[config.mk]
export PLATFORM = sky130hd
export DESIGN_NAME = tanh_segment_locator
export DESIGN_NICKNAME = d
export VERILOG_FILES = /design/src/rtl/tanh_segment_locator.sv
export SDC_FILE = /design/constraint.sdc
export NUM_CORES = 1
export LEC_CHECK = 0
export BUFFER_PORTS_ARGS = -buffer_cell sky130_fd_sc_hd__buf_2
export CAP_MARGIN = 10
export CELL_PAD_IN_SITES_DETAIL_PLACEMENT = 2
export CELL_PAD_IN_SITES_GLOBAL_PLACEMENT = 2
export CORE_MARGIN = 8
export CORE_UTILIZATION = 30
export DETAILED_ROUTE_END_ITERATION = 10
export GPL_TIMING_DRIVEN = 0
export PLACE_DENSITY = 0.8
export RECOVER_POWER = 25
export SLEW_MARGIN = 20
export SYNTH_ARGS = -nofsm -noshare
export SYNTH_HDL_FRONTEND = slang
export SYNTH_SLANG_ARGS = --single-unit
[constraint.sdc]
create_clock -name clk -period 4.5 [get_ports clk]
set_clock_uncertainty 0.15 [all_clocks]
set_input_delay 0.9 -clock clk [delete_from_list [all_inputs] [get_ports clk]]
set_output_delay 0.9 -clock clk [all_outputs]
set_load 0.02 [all_outputs]
[src/rtl/tanh_segment_locator.sv]
// tanh_segment_locator
// Binary search over the tanh half-X breakpoint table. The block finds j with
// table[j] <= |x| < table[j+1], clamping operands past the last breakpoint, and
// hands j, the in-segment offset, the segment width, the sign and the saturation
// flag to the interpolation stage. One operand is in flight at a time. Latency
// is fixed at PREP + MW SEARCH cycles + FETCH.
`timescale 1ns/1ps
module tanh_segment_locator #(
    parameter int xDW = 24,
    parameter int ML  = 275,
    parameter int MW  = 9
) (
    input  logic           clk,
    input  logic           rst_n,
    input  logic           in_valid,
    output logic           in_ready,
    input  logic [xDW-1:0] in_x,
    output logic [MW-1:0]  tbl_idx,
    input  logic [xDW-1:0] tbl_lo,
    input  logic [xDW-1:0] tbl_hi,
    output logic           out_valid,
    input  logic           out_ready,
    output logic [MW-1:0]  out_j,
    output logic [xDW-1:0] out_dx,
    output logic [xDW-1:0] out_seg_w,
    output logic           out_sign,
    output logic           out_sat
);

    // One extra magnitude bit so that |most negative operand| does not wrap.
    localparam int AW = xDW + 1;
    localparam int IW = $clog2(MW + 1);

    localparam logic [MW-1:0] IDX_LAST  = MW'(ML);
    localparam logic [MW-1:0] IDX_TOP   = MW'(ML + 1);
    localparam logic [MW-1:0] IDX_FIRST = MW'(1);
    localparam logic [IW-1:0] ITER_LAST = IW'(MW - 1);

    typedef enum logic [2:0] {
        IDLE,
        PREP,
        SEARCH,
        FETCH,
        DONE
    } state_t;

    typedef struct packed {
        logic [MW-1:0]  j;
        logic [xDW-1:0] dx;
        logic [xDW-1:0] seg_w;
        logic           sign;
        logic           sat;
    } result_t;

    state_t        state;
    result_t       res;
    logic [AW-1:0] a;
    logic          sign_r;
    logic          sat_r;
    logic [MW-1:0] lo;
    logic [MW-1:0] hi;
    logic [IW-1:0] iter;

    logic [AW-1:0] in_x_ext;
    logic [AW-1:0] x_abs;
    logic [AW-1:0] lo_ext;
    logic [AW-1:0] hi_ext;
    logic [MW-1:0] span;
    logic          wide;
    logic [MW-1:0] mid;
    logic          ge_lo;
    logic          ge_hi;

    assign out_j     = res.j;
    assign out_dx    = res.dx;
    assign out_seg_w = res.seg_w;
    assign out_sign  = res.sign;
    assign out_sat   = res.sat;

    // Operand magnitude, search midpoint and unsigned xDW+1-bit compares.
    always_comb begin
        in_x_ext = {in_x[xDW-1], in_x};
        x_abs    = in_x[xDW-1] ? (~in_x_ext + AW'(1)) : in_x_ext;
        lo_ext   = {1'b0, tbl_lo};
        hi_ext   = {1'b0, tbl_hi};
        span     = hi - lo;
        wide     = (span > MW'(1));
        mid      = MW'(({1'b0, lo} + {1'b0, hi}) >> 1);
        ge_lo    = (a >= lo_ext);
        ge_hi    = (a >= hi_ext);
    end

    // Table index: last segment in PREP (so tbl_hi is table[ML+1]), probe
    // midpoint while the window is still open, otherwise the resolved lo.
    always_comb begin
        tbl_idx = '0;
        case (state)
            PREP:    tbl_idx = IDX_LAST;
            SEARCH:  tbl_idx = wide ? mid : lo;
            FETCH:   tbl_idx = lo;
            default: tbl_idx = '0;
        endcase
    end

    // Control FSM with registered handshake and result outputs.
    always_ff @(posedge clk or negedge rst_n) begin
        if (!rst_n) begin
            state     <= IDLE;
            in_ready  <= 1'b0;
            out_valid <= 1'b0;
            res       <= '0;
            a         <= '0;
            sign_r    <= 1'b0;
            sat_r     <= 1'b0;
            lo        <= '0;
            hi        <= '0;
            iter      <= '0;
        end else begin
            case (state)
                IDLE: begin
                    in_ready <= 1'b1;
                    if (in_valid && in_ready) begin
                        a        <= x_abs;
                        sign_r   <= in_x[xDW-1];
                        in_ready <= 1'b0;
                        state    <= PREP;
                    end
                end
                PREP: begin
                    // Past the last breakpoint: pin to the top of the last segment.
                    if (ge_hi) begin
                        sat_r <= 1'b1;
                        a     <= hi_ext - AW'(1);
                    end else begin
                        sat_r <= 1'b0;
                    end
                    lo    <= IDX_FIRST;
                    hi    <= IDX_TOP;
                    iter  <= '0;
                    state <= SEARCH;
                end
                SEARCH: begin
                    // Always MW iterations so latency is operand-independent;
                    // once the window is one segment wide lo/hi just hold.
                    if (wide) begin
                        if (ge_lo) lo <= mid;
                        else       hi <= mid;
                    end
                    iter <= iter + IW'(1);
                    if (iter == ITER_LAST) state <= FETCH;
                end
                FETCH: begin
                    res.j     <= lo;
                    res.dx    <= xDW'(a - lo_ext);
                    res.seg_w <= tbl_hi - tbl_lo;
                    res.sign  <= sign_r;
                    res.sat   <= sat_r;
                    out_valid <= 1'b1;
                    state     <= DONE;
                end
                DONE: begin
                    if (out_ready) begin
                        out_valid <= 1'b0;
                        in_ready  <= 1'b1;
                        state     <= IDLE;
                    end
                end
                default: begin
                    state     <= IDLE;
                    in_ready  <= 1'b0;
                    out_valid <= 1'b0;
                end
            endcase
        end
    end

endmodule

==> metrics.md, run 1 <==
| Metric | Value |
|---|---|
| Post-synth top area share | 30.9% |
| DR WL/cell | 23.3 um |
| # rows | 64 |
| Placed cell areas | 10,400 um2 |
| Critical Path Start Type | register |
| Post-DRT Antenna Nets | 0 |
| Post-Synth Simple-Gate Area | 18.0% |
| Reg-to-Reg End | a[19] |
| Hold Path Sink | out_sign |
| Pre-CTS setup slack | -201 ps |
| P&R area growth vs syn | 23.3% |
| Switch Pwr | 0.00385 W |
| Core Area | roughly 30,000 um2 |
| Post-route setup slack | -66.6 ps |
| Multi-input logic area | between 6000 and 7000 um2 |
| Power Density | 705 nW/um2 |
| H-tree levels | 4 |
| Synthesized cell area | 9170 um2 |
| Outcome | finished, violations left |
| CP endpoint kind | output pin |
| Unique cell type count in the Yosys netlist | 75 |
| CTS Buf Count | 17 |
| Adder-Cell Fraction of Synth Area | 13.4% |
| Mapped Cells | 1,076 |
| Die area | 36,400 um2 |
| Data required, critical path | 3450 ps |
| Total number of vias | about 9,200 |
| Final Cycle Share | 101% |
| Residual DRC | 0 |
| Relative slew slack | -80.8% |
| Yosys reg bits | 113 |
| P_int | between 0.004 and 0.005 W |
| Largest family of logic cells by synthesized area | compound AO/OA/AOI/OAI gates |
| CTS tree | built |
| Worst Path Max Fanout | 6 |
| Root Buffer | clkbuf_16 |
| Die Span X | 191 um |
| Vias in the first global route | 10,500 |
| RR Startpoint | a[6] |
| I/O Buffers | 144 |
| R2R depth | 10 |
| Mean Syn Cell Area | 8.52 um2 |
| Final GP Congestion | 0.868 |
| All-Layer GR Usage | between 20% and 30% |
| Pin count of the biggest net entering global routing | 68 |
| Worst min path class | register to register |
| Xor-xnor portion of the synthesized cell area | 7.17% |
| Clock sink total | 113 |
| Worst Path Class, Setup | register to output pin |
| Hold Crit Depth | 2 |
| Worst path arrival time | 3520 ps |
| # setup viols final | 2 |
| Drt total wl | 38,800 um |
| Drt pass-1 iters | 4 |
| F_max | 0.219 GHz |
| Ys flop type | dfrtp_1 |
| RSZ-0062 raised after global routing | true |
| Sequential power share | a little under a quarter |
| Syn nets | about 1,200 |
| Sw Share | roughly half |
| Fillers | approximately 3,500 |
| VDD IR max | between 0.0002 and 0.0003 V |
| Drt first-iter violations | approximately 340 |
| Fraction of registers with async set/reset | 100% |
| Area contributors post-synth | dfrtp_1 31%, ha_1 13%, nand2_1 5.0% |
| Height of the die | 191 um |
| Worst skew pair latency | 430 ps |
| Max Cap Viol | 1 |
| I/O pins | 146 |
| Synth Area in Compound Gates | between 20% and 30% |
| Initial antenna violation count | 7 |
| Yosys warnings | 0 |
| Slew @ Worst Pin | around 2700 ps |
| Comb pwr share | just under 60% |
| # nets final | approximately 1,400 |
| Slew Viols, Final | 48 |
| First-pass GRT wire length | 59,700 um |
| Seq/Total Area, Yosys | 30.9% |
| Fin crit period | 4570 ps |
| Largest area contributor in the netlist | dfrtp_1 |
| Mux cell area share after synthesis | 3.02% |
| Layout cells sized above 1 | approximately a fifth |
| Vias per cell | 5.51 |
| Clk buf depth | 2 |
| Flop-to-flop setup slack | 800 ps |
| Leak Pwr | 5.34 nW |
| Remaining Overflow, GRT | 0 |
| Starting Density | 30.2% |
| EDFF count, synth | 0 |
| Hold wc startpoint | out_sign |
| Detailed placement HPWL | 29,100 um |
| Failing checks | max-capacitance violations, max-slew violations, negative setup slack |
| Reg clk slew, reported paths | 60 ps |
| Final instance area | approximately 11,000 um2 |
| Final hold vios | 0 |
| Clock share of power | 18.0% |
| Reg area | 2830 um2 |
cells by family (layout without fill, tap and decap cells):
logic type	count (synthesis)	count (layout)
AOI/OAI and AO/OA	306	306
xor gates and xnor gates	75	75
adders and majority gates	96	96
buffers and inverters	128	314
DFF	113	113
muxes	26	26
other	0	3
and+or+nand+nor	332	332
worst max-delay path by stage:
stage | startpoint | to | slack (ps) | cells after the start
CTS | hi[0] | tbl_idx[0] | -60 | 14
detailed placement | lo[1] | tbl_idx[1] | -200 | 12
global route | hi[0] | tbl_idx[1] | -180 | 14
finish | hi[0] | tbl_idx[1] | -70 | 14
floorplan | hi[0] | tbl_idx[1] | 560 | 13
global placement | lo[0] | tbl_idx[1] | -110 | 13
state kept, by name, summed over array words and instances (netlist names), 3 cells and up:
name	flops
iter	4
hi	9
state	3
a	25
lo	9
out_dx	24
out_j	9
out_seg_w	24
layer usage:
| layer | up-vias | GRT usage, % | share of wire [%] |
|---|---|---|---|
| li1 | 4223 | - | - |
| met1 | 4640 | 24.6 | 41 |
| met2 | 192 | 37.2 | 51 |
| met3 | 93 | 3.73 | 4.4 |
| met4 | 8 | 9.28 | 3.5 |
| met5 | - | 0 | 0.11 |
worst max-delay path, stage by stage (launching register included):
cell and delay (ps):
dfrtp_1 380, inv_1 60, ha_2 160, inv_2 40, fa_2 360, a211o_1 320
a21oi_4 160, nor3b_2 70, a2111oi_4 330, nor3b_4 390, buf_6 200, a21o_1 170
nand2_2 90, a21oi_2 200, buf_6 150
cell usage in the layout, fill, tap and decap left out, types with 18 or more instances in the layout:
cell | Yosys | final
a21o_1 | 21 | 21
a21oi_1 | 52 | 48
buf_2 | 5 | 138
clkbuf_1 | 29 | 31
dfrtp_1 | 113 | 111
ha_1 | 92 | 91
inv_1 | 92 | 87
nand2_1 | 122 | 121
nand3_1 | 22 | 21
nor2_1 | 72 | 70
o21a_1 | 18 | 18
o21ai_0 | 79 | 79
xnor2_1 | 45 | 45
xor2_1 | 30 | 30
cell type report:
class	count	area share, %
clock buffers	20	3.95
well taps	396	4.38
multi-input cells	835	53.3
plain buffers	35	1.27
inverters	92	3.06
clock inverters	11	1.37
flip-flops and latches	113	25.0
diodes	3	0.0664
repair buffers	156	7.59
power by group through the flow:
stage,clock (W),combinational (W),sequential [W]
after floorplan,0,0.00254,0.00207
after CTS,0.00145,0.00452,0.00185
after global placement,0,0.00406,0.00184
after global routing,0.00150,0.00509,0.00190
final,0.00144,0.00467,0.00185
after detailed placement,0,0.00422,0.00187
metrics by stage:
stage / util (%) / hold WS (ps) / TNS (ps) / total power [W] / instances
after detailed placement: 34.3 / 318 / -575 / 0.00609 / 1617
after global placement: 34.2 / 307 / -149 / 0.00590 / 1616
after global routing: 37.2 / 347 / -684 / 0.00849 / 1661
after floorplan: - / 289 / 0 / 0.00460 / 1076
final: 37.2 / 326 / -80.0 / 0.00796 / 1661
after CTS: 36.9 / 238 / -224 / 0.00782 / 1653
Yosys cell counts, types with 17 or more instances:
| master | n |
|---|---|
| o21ai_0 | 79 |
| o31ai_1 | 17 |
| xor2_1 | 30 |
| nor3_1 | 17 |
| clkbuf_1 | 29 |
| o21a_1 | 18 |
| nand2_1 | 122 |
| ha_1 | 92 |
| a21oi_1 | 52 |
| inv_1 | 92 |
| a21o_1 | 21 |
| nand3_1 | 22 |
| nor2_1 | 72 |
| xnor2_1 | 45 |
| dfrtp_1 | 113 |
timing repair:
action | 4_1_cts | 5_1_grt
pin swaps | 3 | 7
endpoints found under the hold margin | 0 | 0
setup endpoints to repair | 9 | 9
hold buffers | 0 | 0
buffers inserted | 6 | 5
resized for setup | 35 | 22
Note: power is estimated with default switching activity, not from simulation.
==> inputs of run 2 (changes only) <==
- CORE_MARGIN: 8 -> 4
==> run 2 against run 1 <==
  * The run still ends with max-capacitance violations, max-slew violations, negative setup slack left
  * Sequential power barely moved
  * Core utilization grew 0.66 points
  * Largest power group unchanged
  * First-iteration DRC count increased by 36%
  * Combinational power hardly changed
  * Largest cell class unchanged
  * Final area is 0.18% higher
  * Hold slack barely moved
  * Non-clock buffer count unchanged
  * Critical path type unchanged
==> metrics.md, run 2 (synthesis gave the netlist of run 1 again) <==
| Metric | Value |
|---|---|
| Leak Pwr | 5.37 nW (was 5.34 nW) |
| # setup viols final | 5 (was 2) |
| H-tree levels | 4 (unchanged) |
| Flop-to-flop setup slack | 810 ps (was 800 ps) |
| Detailed placement HPWL | 28,700 um (was 29,100 um) |
| P_int | 0.00416 W (was 0.00411 W) |
| Residual DRC | 0 (unchanged) |
| Fin crit period | 4580 ps (was 4570 ps) |
| Clock sink total | 113 (unchanged) |
| Final Cycle Share | 102% (was 101%) |
| CTS tree | built (unchanged) |
| Most common cell after layout, fill and taps aside | buf_2 (unchanged) |
| Most flop-heavy register | a (unchanged) |
| Crit-path cells | inv_1, ha_2, inv_2, fa_2, a211o_1, a21oi_2, nor3b_2, a2111oi_2, nor3b_4, buf_6, buf_6, nor2_4, a31oi_2, a21oi_2, buf_4 (was inv_1, ha_2, inv_2, fa_2, a211o_1, a21oi_4, nor3b_2, a2111oi_4, nor3b_4, buf_6, a21o_1, nand2_2, a21oi_2, buf_6) |
| Hold-fix buffers, CTS | 0 (unchanged) |
| Sw Share | 47.9% (was 48.3%) |
| Die Span X | 183 um (was 191 um) |
| CP endpoint kind | output pin (unchanged) |
| Critical Path Start Type | register (unchanged) |
| Layout cells sized above 1 | 20.0% (was 20.1%) |
| # nets final | 1,422 (unchanged) |
| Crit-path slowest cell | fa_2 (was nor3b_4) |
| F_max | 0.218 GHz (was 0.219 GHz) |
| Finished Core Util | 37.9% (was 37.2%) |
| Clk buf depth | 2 (unchanged) |
| Max FFs per register | 25 (unchanged) |
| Max Cap Viol | 1 (unchanged) |
| Die area | 33,400 um2 (was 36,400 um2) |
| Switch Pwr | 0.00383 W (was 0.00385 W) |
| Core Area | 29,900 um2 (was 30,300 um2) |
| All-Layer GR Usage | 22.9% (was 21.1%) |
| Height of the die | 183 um (was 191 um) |
| Sequential power share | 23.2% (was 23.3%) |
| Pin count of the biggest net entering global routing | 62 (was 68) |
| Root Buffer | clkbuf_16 (unchanged) |
| Crit path largest cell delay | 400 ps (was 390 ps) |
| RSZ-0062 raised after global routing | true (unchanged) |
| Initial antenna violation count | 5 (was 7) |
| First-pass GRT wire length | 59,900 um (was 59,700 um) |
| Starting Density | 30.7% (was 30.2%) |
| Remaining Overflow, GRT | 0 (unchanged) |
| P&R area growth vs syn | 23.5% (was 23.3%) |
| Relative slew slack | -113% (was -80.8%) |
| VDD IR max | 0.000273 V (was 0.000253 V) |
| Clock share of power | 18.8% (was 18.0%) |
| Outcome | finished, violations left (unchanged) |
| Final hold vios | 0 (unchanged) |
| Worst Path Class, Setup | register to output pin (unchanged) |
| DR WL/cell | 23.3 um (about the same) |
| Comb pwr share | 58.1% (was 58.7%) |
| Total number of vias | 9,188 (was 9,156) |
| Worst Path Max Fanout | 4 (was 6) |
| Drt pass-1 iters | 5 (was 4) |
| CTS Buf Count | 17 (unchanged) |
| Data required, critical path | 3450 ps (about the same) |
| I/O pins | 146 (unchanged) |
| Failing checks | max-capacitance violations, max-slew violations, negative setup slack (unchanged) |
| Vias per cell | 5.55 (was 5.51) |
| Slew Viols, Final | 53 (was 48) |
| Worst skew pair latency | 440 ps (was 430 ps) |
| Power Density | 705 nW/um2 (about the same) |
| Reg clk slew, reported paths | 70 ps (was 60 ps) |
| Drt first-iter violations | 459 (was 338) |
| Final GP Congestion | 0.877 (was 0.868) |
| I/O Buffers | 144 (unchanged) |
| Most frequent cells in the layout | 138 x buf_2, 122 x nand2_1, 111 x dfrtp_1 (was 138 x buf_2, 121 x nand2_1, 111 x dfrtp_1) |
| # rows | 63 (was 64) |
| Vias in the first global route | 10,200 (was 10,500) |
| Worst path arrival time | 3530 ps (was 3520 ps) |
| Drt total wl | 38,600 um (was 38,800 um) |
| Pre-CTS setup slack | -110 ps (was -201 ps) |
| Slew @ Worst Pin | 3200 ps (was 2710 ps) |
| Post-route setup slack | -77.2 ps (was -66.6 ps) |
| Post-DRT Antenna Nets | 0 (unchanged) |
| Worst min path class | register to register (unchanged) |
| Fillers | 3,352 (was 3,454) |
run 2: per-layer routing:
metal,wire (um),vias up,GRT usage [%]
met5,7,-,0
met4,1020,2,8.13
met3,1360,68,3.41
met2,19700,187,40.7
met1,16500,4702,28.2
li1,-,4229,-
run 2: worst max-delay path: cells and delay by family, from the launching register on:
kind,cells,cell delay (ps)
adders and majority gates,2,560
AOI/OAI and AO/OA,5,1170
DFF,1,380
and+or+nand+nor,3,360
buffers and inverters,5,590
run 2: timing repair:
item / in CTS / in global routing
gates resized for setup: 40 / 15
endpoints found under the setup margin: 9 / 9
endpoints found under the hold margin: 0 / 0
buffers inserted: 9 / 2
pin swaps: 14 / 7
cloned: 0 / 0
run 2: per-stage QoR:
| step | hold WS [ps] | total power, W | setup TNS (ps) | instances | cell area, um2 |
|---|---|---|---|---|---|
| 2_1_floorplan | 289 | 0.00460 | 0 | 1076 | 9170 |
| 3_3_place_gp | 306 | 0.00588 | -136 | 1610 | 10400 |
| 3_5_place_dp | 315 | 0.00608 | -118 | 1611 | 10400 |
| 4_1_cts | 301 | 0.00790 | -115 | 1651 | 11200 |
| 5_1_grt | 350 | 0.00855 | -1310 | 1656 | 11300 |
| 6_report | 326 | 0.00799 | -209 | 1656 | 11300 |
run 2: path summary, 6_finish.rpt:
path | start | depth (start not counted) | to
max | hi[0] | 15 | tbl_idx[1]
max in group asynchronous | rst_n | 1 | lo[0]
min | out_dx[13] | 2 | out_dx[13]
min reg2reg | out_dx[13] | 2 | out_dx[13]
min in group asynchronous | rst_n | 1 | out_sat
max reg2reg | a[6] | 10 | a[16]
run 2: area by class of cell:
class	instances	area, um2	area share, %
Clock inverter	12	183	1.61
Sequential cell	113	2830	25.0
Multi-Input combinational cell	835	5990	52.9
Timing Repair Buffer	156	890	7.86
Clock buffer	19	443	3.91
Buffer	35	144	1.27
Tap cell	390	488	4.31
Antenna cell	4	10.0	0.0884
Inverter	92	345	3.05
run 2: power groups by stage:
| stage | Sequential, W | Clock, W | Combinational [W] |
|---|---|---|---|
| 6_report | 0.00185 | 0.00150 | 0.00464 |
| 5_1_grt | 0.00190 | 0.00156 | 0.00509 |
| 4_1_cts | 0.00185 | 0.00151 | 0.00454 |
| 3_5_place_dp | 0.00186 | 0 | 0.00422 |
| 3_3_place_gp | 0.00185 | 0 | 0.00403 |
| 2_1_floorplan | 0.00207 | 0 | 0.00254 |
==> inputs of run 3 (changes only) <==
- PLACE_DENSITY: 0.8 -> 0.83
- clock period: 4.5 -> 4 ns (I/O delays scaled with it)
==> run 3 against run 2 <==
  * The run still ends with max-capacitance violations, max-slew violations, negative setup slack left
  * Hold slack lost 0.74 ps
  * Wire length grew 0.74%
  * Register-to-register slack lost 400 ps
  * Critical path depth is the same
  * First-iteration DRC count grew 14%
  * Via count shrank 0.20%
  * Global-route usage shrank 0.17 points
  * Non-clock buffer count shrank 1
  * Sequential cell count is the same
  * Sequential share of layout area shrank 0.12 points
  * Sequential power grew 14%
==> metrics.md, run 3 (synthesis gave the netlist of run 1 again) <==
| Metric | Value |
|---|---|
| RR Startpoint | lo[3] (was a[6]) |
| Outcome | finished, violations left (unchanged) |
| Residual DRC | 0 (unchanged) |
| Slew Viols, Final | 51 (was 53) |
| Layout cells sized above 1 | 20.8% (was 20.0%) |
| Total number of vias | 9,170 (was 9,188) |
| Worst Path Max Fanout | 6 (was 4) |
| Post-route setup slack | -420 ps (was -77.2 ps) |
| Placed cells | 1,611 (unchanged) |
| DR WL/cell | 23.5 um (was 23.3 um) |
| Clk buf depth | 2 (unchanged) |
| Drt first-iter violations | 525 (was 459) |
| Max Cap Viol | 1 (unchanged) |
| CTS Buf Count | 17 (unchanged) |
| Fin crit period | 4420 ps |
| Worst min path class | register to register (unchanged) |
| Vias in the first global route | 10,200 (about the same) |
| Worst skew pair latency | 440 ps (about the same) |
| Crit path to | tbl_idx[1] (unchanged) |
| Post-route insts no fill | 1,653 (was 1,656) |
| Most common cell after layout, fill and taps aside | buf_2 (unchanged) |
| Worst Setup SP | hi[0] (unchanged) |
| Worst Path Class, Setup | register to output pin (unchanged) |
| Most frequent cells in the layout | 137 x buf_2, 122 x nand2_1, 111 x dfrtp_1 (was 138 x buf_2, 122 x nand2_1, 111 x dfrtp_1) |
| Hold-fix buffers, CTS | 0 (unchanged) |
| Die area | 33,400 um2 (unchanged) |
| Relative slew slack | -95.2% (was -113%) |
| Critical Path Start Type | register (unchanged) |
| Initial antenna violation count | 3 (was 5) |
| Die Span X | 183 um (unchanged) |
| CP endpoint kind | output pin (unchanged) |
| VDD IR max | 0.000293 V (was 0.000273 V) |
| Flop-to-flop setup slack | 410 ps (was 810 ps) |
| Final hold vios | 0 (unchanged) |
| Leak Pwr | 5.37 nW (about the same) |
| Vias per cell | 5.55 (about the same) |
| Reg-to-Reg End | lo[0] (was a[16]) |
| Drt total wl | 38,900 um (was 38,600 um) |
| Finished Core Util | 38.1% (was 37.9%) |
| Post-DRT Antenna Nets | 0 (unchanged) |
| Most flop-heavy register | a (unchanged) |
| Data required, critical path | 3050 ps (was 3450 ps) |
| Worst path arrival time | 3470 ps (was 3530 ps) |
| Final Cycle Share | 111% |
| Height of the die | 183 um (unchanged) |
| RSZ-0062 raised after global routing | true (unchanged) |
| I/O Buffers | 144 (unchanged) |
| Remaining Overflow, GRT | 0 (unchanged) |
| F_max | 0.226 GHz |
| Pin count of the biggest net entering global routing | 65 (was 62) |
| I/O pins | 146 (unchanged) |
| Starting Density | 30.7% (unchanged) |
| CTS tree | built (unchanged) |
| All-Layer GR Usage | 22.7% (was 22.9%) |
| # nets final | 1,421 (was 1,422) |
| Root Buffer | clkbuf_16 (unchanged) |
| H-tree levels | 4 (unchanged) |
| Drt pass-1 iters | 5 (unchanged) |
| R2R depth | 13 (was 10) |
| Failing checks | max-capacitance violations, max-slew violations, negative setup slack (unchanged) |
| Detailed placement HPWL | 29,200 um (was 28,700 um) |
| Slew @ Worst Pin | 2930 ps (was 3200 ps) |
| Max FFs per register | 25 (unchanged) |
| Power Density | 803 nW/um2 (was 705 nW/um2) |
| Final GP Congestion | 0.898 (was 0.877) |
| Core Area | 29,900 um2 (unchanged) |
| # setup viols final | 9 (was 5) |
| # rows | 63 (unchanged) |
| Reg clk slew, reported paths | 60 ps (was 70 ps) |
| First-pass GRT wire length | 59,700 um (was 59,900 um) |
| Clock sink total | 113 (unchanged) |
| P&R area growth vs syn | 24.2% (was 23.5%) |
## run 3: cell types whose count changed in the layout (fill, tap and decap cells not counted), sizes merged
cell,previous run,this run
inv,94,95
diode,4,1
buf,162,159
clkbuf,48,49
clkinvlp,0,1
## run 3: worst min path at each step
stage / cells past startpoint / end / start / slack [ps]
detailed placement: 2 / out_sign / sign_r / 320
global placement: 2 / out_sign / sign_r / 310
floorplan: 2 / out_sign / sign_r / 290
CTS: 1 / iter[2] / rst_n / 130
finish: 2 / out_dx[19] / out_dx[19] / 320
global route: 1 / out_seg_w[4] / out_seg_w[4] / 350
## run 3: final cells by class
cell class	count	area, um2
multi-input combinational	835	6060
buffer	35	146
clock inverter	14	203
fill	3332	18500
tap	390	488
timing repair buffer	155	862
inverter	92	345
clock buffer	18	439
antenna	1	2.50
sequential	113	2830
## run 3: what timing repair did
item | 4_1_cts | 5_1_grt
buffers inserted | 8 | 2
gates resized for setup | 44 | 26
setup endpoints to repair | 9 | 15
pin swaps | 7 | 15
## run 3: metal layers
layer	global-route usage [%]	up-vias	routed length [um]
met5	0	-	13
met4	7.30	2	1120
met3	3.65	77	1460
met2	39.9	228	19700
met1	28.6	4650	16600
li1	-	4213	-
## run 3: stage by stage
| step | total power, W | hold slack [ps] | setup TNS, ps | cell area [um2] | worst slack (ps) |
|---|---|---|---|---|---|
| floorplan | 0.00518 | 289 | 0 | 9170 | 159 |
| global placement | 0.00659 | 308 | -3860 | 10400 | -461 |
| detailed placement | 0.00687 | 318 | -7450 | 10400 | -722 |
| CTS | 0.00894 | 132 | -3860 | 11300 | -476 |
| global route | 0.00973 | 347 | -35070 | 11400 | -558 |
| finish | 0.00914 | 325 | -3220 | 11400 | -420 |
## run 3: report_power, final
group	internal [W]	switching (W)	leakage, nW
combinational	0.00199	0.00333	3.67
sequential	0.00167	0.000443	1.39
clock	0.00107	0.000638	0.311
## run 3: critical path, stage by stage, from the launching register on
cell and delay [ps]:
dfrtp_1 400, inv_2 80, ha_4 120, inv_2 40, fa_2 420, xor2_2 170
a2111oi_4 360, nand3_2 130, a2111oi_4 220, nor3b_4 240, buf_6 150, buf_6 140
a21o_1 140, nand2_1 90, a21oi_2 170, buf_6 150
